===== src/rtl/flop_mem.sv =====
// ============================================================================
// Module      : flop_mem
// Description : Execute-to-Memory pipeline register. Every control and data
//               field is captured on each rising clk edge; async active-low
//               reset clears all fields.
// Revision    : 1.0 - initial release
// ============================================================================
`default_nettype none

module flop_mem #(
  parameter int WIDTH = 32
) (
  input  logic             clk,
  input  logic             reset,
  input  logic [WIDTH-1:0] ALUResultE,
  input  logic [WIDTH-1:0] WriteDataE,
  input  logic [3:0]       WA3E,
  input  logic             PCSrcE,
  input  logic             RegWriteE,
  input  logic             MemWriteE,
  input  logic             MemtoRegE,
  output logic             PCSrcM,
  output logic             RegWriteM,
  output logic             MemWriteM,
  output logic             MemtoRegM,
  output logic [3:0]       WA3M,
  output logic [WIDTH-1:0] ALUResultM,
  output logic [WIDTH-1:0] WriteDataM
);

  logic [WIDTH-1:0] r_alu_result;
  logic [WIDTH-1:0] r_write_data;
  logic [3:0]       r_wa3;
  logic             r_pc_src;
  logic             r_reg_write;
  logic             r_mem_write;
  logic             r_mem_to_reg;

  // No enable or flush: every edge out of reset is a capture.
  always_ff @(posedge clk or negedge reset) begin
    if (!reset) begin
      r_alu_result <= '0;
      r_write_data <= '0;
      r_wa3        <= 4'h0;
      r_pc_src     <= 1'b0;
      r_reg_write  <= 1'b0;
      r_mem_write  <= 1'b0;
      r_mem_to_reg <= 1'b0;
    end else begin
      r_alu_result <= ALUResultE;
      r_write_data <= WriteDataE;
      r_wa3        <= WA3E;
      r_pc_src     <= PCSrcE;
      r_reg_write  <= RegWriteE;
      r_mem_write  <= MemWriteE;
      r_mem_to_reg <= MemtoRegE;
    end
  end

  assign ALUResultM = r_alu_result;
  assign WriteDataM = r_write_data;
  assign WA3M       = r_wa3;
  assign PCSrcM     = r_pc_src;
  assign RegWriteM  = r_reg_write;
  assign MemWriteM  = r_mem_write;
  assign MemtoRegM  = r_mem_to_reg;

endmodule

`default_nettype wire


===== config.mk =====
export PLATFORM = sky130hd
export DESIGN_NAME = flop_mem
export DESIGN_NICKNAME = d
export VERILOG_FILES = /design/src/rtl/flop_mem.sv
export SDC_FILE = /design/constraint.sdc
export NUM_CORES = 1
export LEC_CHECK = 0
export BUFFER_PORTS_ARGS = -buffer_cell sky130_fd_sc_hd__buf_2
export CAP_MARGIN = 25
export CORE_MARGIN = 2
export CORE_UTILIZATION = 30
export CTS_BUF_LIST = sky130_fd_sc_hd__clkbuf_4
export DETAILED_ROUTE_END_ITERATION = 10
export PLACE_DENSITY = 0.69
export SETUP_SLACK_MARGIN = 0.2
export SYNTH_ARGS = -nofsm -noshare
export SYNTH_HDL_FRONTEND = slang
export SYNTH_SLANG_ARGS = --single-unit

===== constraint.sdc =====
create_clock -name clk -period 0.8 [get_ports clk]
set_input_delay 0.04 -clock clk [delete_from_list [all_inputs] [get_ports clk]]
set_output_delay 0.04 -clock clk [all_outputs]
set_load 0.02 [all_outputs]

==> results.md <==
* Global-route wire length before repair at 8045 µm
* Clk slew on worst S/H paths at 0.11 ns
* Vias in the first global route at 1,634
* Via count at 1,462
* Critical path cell sequence: buf_6
* CTS tree: done
* CP Max Fanout at 1
* Area after DPL at 2644 µm²
* # H-tree levels at 3
* Minimum clock period at 1.006 ns
* Tot GR Track Use at 17.57%
* Setup-failing EPs final at 72
* Cell variety after synth at 1
* Count of flip-flops with a built-in enable after synthesis at 0
* Nets at 376
* Pin count of the biggest net entering global routing at 73
* Syn_nets at 146
* CP required at 0.76 ns
* XOR/XNOR share of the synthesized area at 0%
* Inserted Clock Buffers at 9
* Synth top area cells: dfrtp_1 (100%)
* Flop pwr share at 51.6%
* Hold WC Path Type: in2async
* Yosys top cell area share at 100.0%
* Vias per cell at 3.827
* Most instantiated library cell after synthesis: dfrtp_1
* Power per cell area at 1907 nW/µm²
* Initial Util at 30.80%
* Share of cells above drive strength 1 at 52.44%
* Final core utilization at 68.01%
* CTS root buffer: clkbuf_4
* Core ar. at 5851 µm²
* Antenna violations before repair at 0
* Sequential fraction of the synthesis area at 100.0%
* Fill cells at 393
* Diodes inserted at 0
* Leak pwr at 1.960 nW
* Final WS setup at -0.2061 ns
* CP Class: reg2out
* Mapped Cells at 72
* Fmax at 993.9 MHz
* Worst-margin pin slew at 0.3600 ns
* Net switching power at 1.816 mW
* Flops & latches, synth at 72
* Syn-to-layout area delta at 120.8%
* IO Count at 146
* Die Footprint at 6641 µm²
* Postcts setup bufs at 0
* Slew Viols, Final at 0
* Drt first pass iters at 5
* RSZ-0062 raised after global routing: true
* Post-synthesis adder-cell area fraction at 0%
* Ys Warns at 0
* Crit path arrival time at 0.97 ns
* Clk pwr share at 32.6%
* Mux share of post-synthesis cell area at 0%
* Post-DP HPWL at 2558 µm
* Pint at 5.773 mW
* CP max-delay cell: dfrtp_1
* Die X at 81.50 µm
* Primary FF master, synth: dfrtp_1
* Largest stage delay, worst path at 0.42 ns
* Compound-Gate Fraction of Synth Area at 0%
* DRC viols at 0
* Commonest cells in the netlist: dfrtp_1 (72)
* Die height at 81.50 µm
* Mapped cell area at 1802 µm²
* WP buf/inv at 1
* Setup crit end kind: output port
* DRT iter0 DRCs at 47
* Global placement routability congestion at 0.6347
* Setup tns final at -12.08 ns
* Peak VDD IR at 0.001152 V
* Max-Cap Viols at 0
* Slew headroom at 76.00%
* Asr flop ratio synth at 100.0%
* Part of the power in combinational logic at 15.9%
* Failing checks: setup timing
* Antenna viol nets, final at 0
* Crit path launch type: flop
* Multi-input gates at 0
* Mapped Avg Cell Area at 25.02 µm²
* Most area-hungry cell type in the Yosys netlist: dfrtp_1
* Status: complete, but fails checks
* Final Cell Area at 3979 µm²
* Multi-input gate area at 0 µm²
* Final period util at 125.8%
* GR Overflow Total at 0
* Net Sw Frac at 23.93%
* Rows at 28
* Simple-Gate Fraction of Synth Area at 0%
* Total wire length at 5437 µm
* Hold Violations, Final at 0
* PortBufs at 145
* Clk buf depth at 2
* Sink Count at 72
* DR WL/cell at 14.23 µm
* Top Family by Delay on Critical Path: flip-flops
flip-flops by register name, indices dropped and copies added (netlist names):
| name | flops |
|---|---|
| MemWriteM | 1 |
| WriteDataM | 32 |
| MemtoRegM | 1 |
| ALUResultM | 32 |
| PCSrcM | 1 |
| WA3M | 4 |
| RegWriteM | 1 |
routing by layer:
metal | wire length (µm) | vias to the layer above | track usage (%)
met5 | 0 | - | 0
met4 | 50 | 0 | 8.136
met3 | 601 | 6 | 9.341
met2 | 2938 | 88 | 29.75
met1 | 1847 | 682 | 17.78
li1 | - | 686 | -
final cells by class:
type	instances	area [µm²]	share of cell area, %
Clock inverter	7	86.33	2.170
Timing Repair Buffer	219	1929	48.49
Tap cell	75	93.84	2.358
Sequential cell	72	1802	45.28
Clock buffer	9	67.56	1.698
cells in the final DEF, fill, tap and decap left out:
cell type and n:
dlygate4sd3_1 73, dfrtp_1 72, buf_2 72, buf_6 72, clkbuf_4 9, clkinv_2 3, bufinv_16 2, clkinvlp_4 1
clkinv_1 1, buf_4 1, buf_12 1
kinds of logic (layout without fill, tap and decap cells):
family / count (synthesis) / count (layout)
flops: 72 / 72
buf+inv: 0 / 235
per-stage QoR:
stage / worst slack (ns) / total power, mW / hold WS, ns / instances
CTS: -0.2270 / 7.635 / 0.1677 / 382
finish: -0.2061 / 7.589 / 0.1762 / 382
global placement: 0.2478 / 4.610 / 0.07274 / 293
detailed placement: 0.2388 / 4.630 / 0.08061 / 293
global route: -0.2672 / 7.948 / 0.1579 / 382
floorplan: 0.3440 / 4.189 / -0.2556 / 72
power groups by stage:
stage | clock [mW] | combinational, mW | sequential (mW)
finish | 2.47 | 1.20 | 3.92
detailed placement | 0 | 0.698 | 3.93
CTS | 2.54 | 1.19 | 3.91
floorplan | 0 | 0 | 4.19
global route | 2.73 | 1.29 | 3.93
global placement | 0 | 0.685 | 3.92
final timing paths:
kind,start,endpoint,cells after the start
min in group clk,WriteDataE[20],WriteDataM[20],2
max in group asynchronous,reset,WA3M[0],3
worst min-delay path,reset,MemtoRegM,3
worst max-delay path,ALUResultM[1],ALUResultM[1],1
repair_timing:
| action | CTS | global route |
|---|---|---|
| setup endpoints to repair | 72 | 72 |
| pin swaps | 0 | 0 |
| resized for setup | 144 | 0 |
| hold buffers | 73 | 0 |
| hold endpoints to repair | 144 | 0 |
Power figures use the tool's default switching activity.
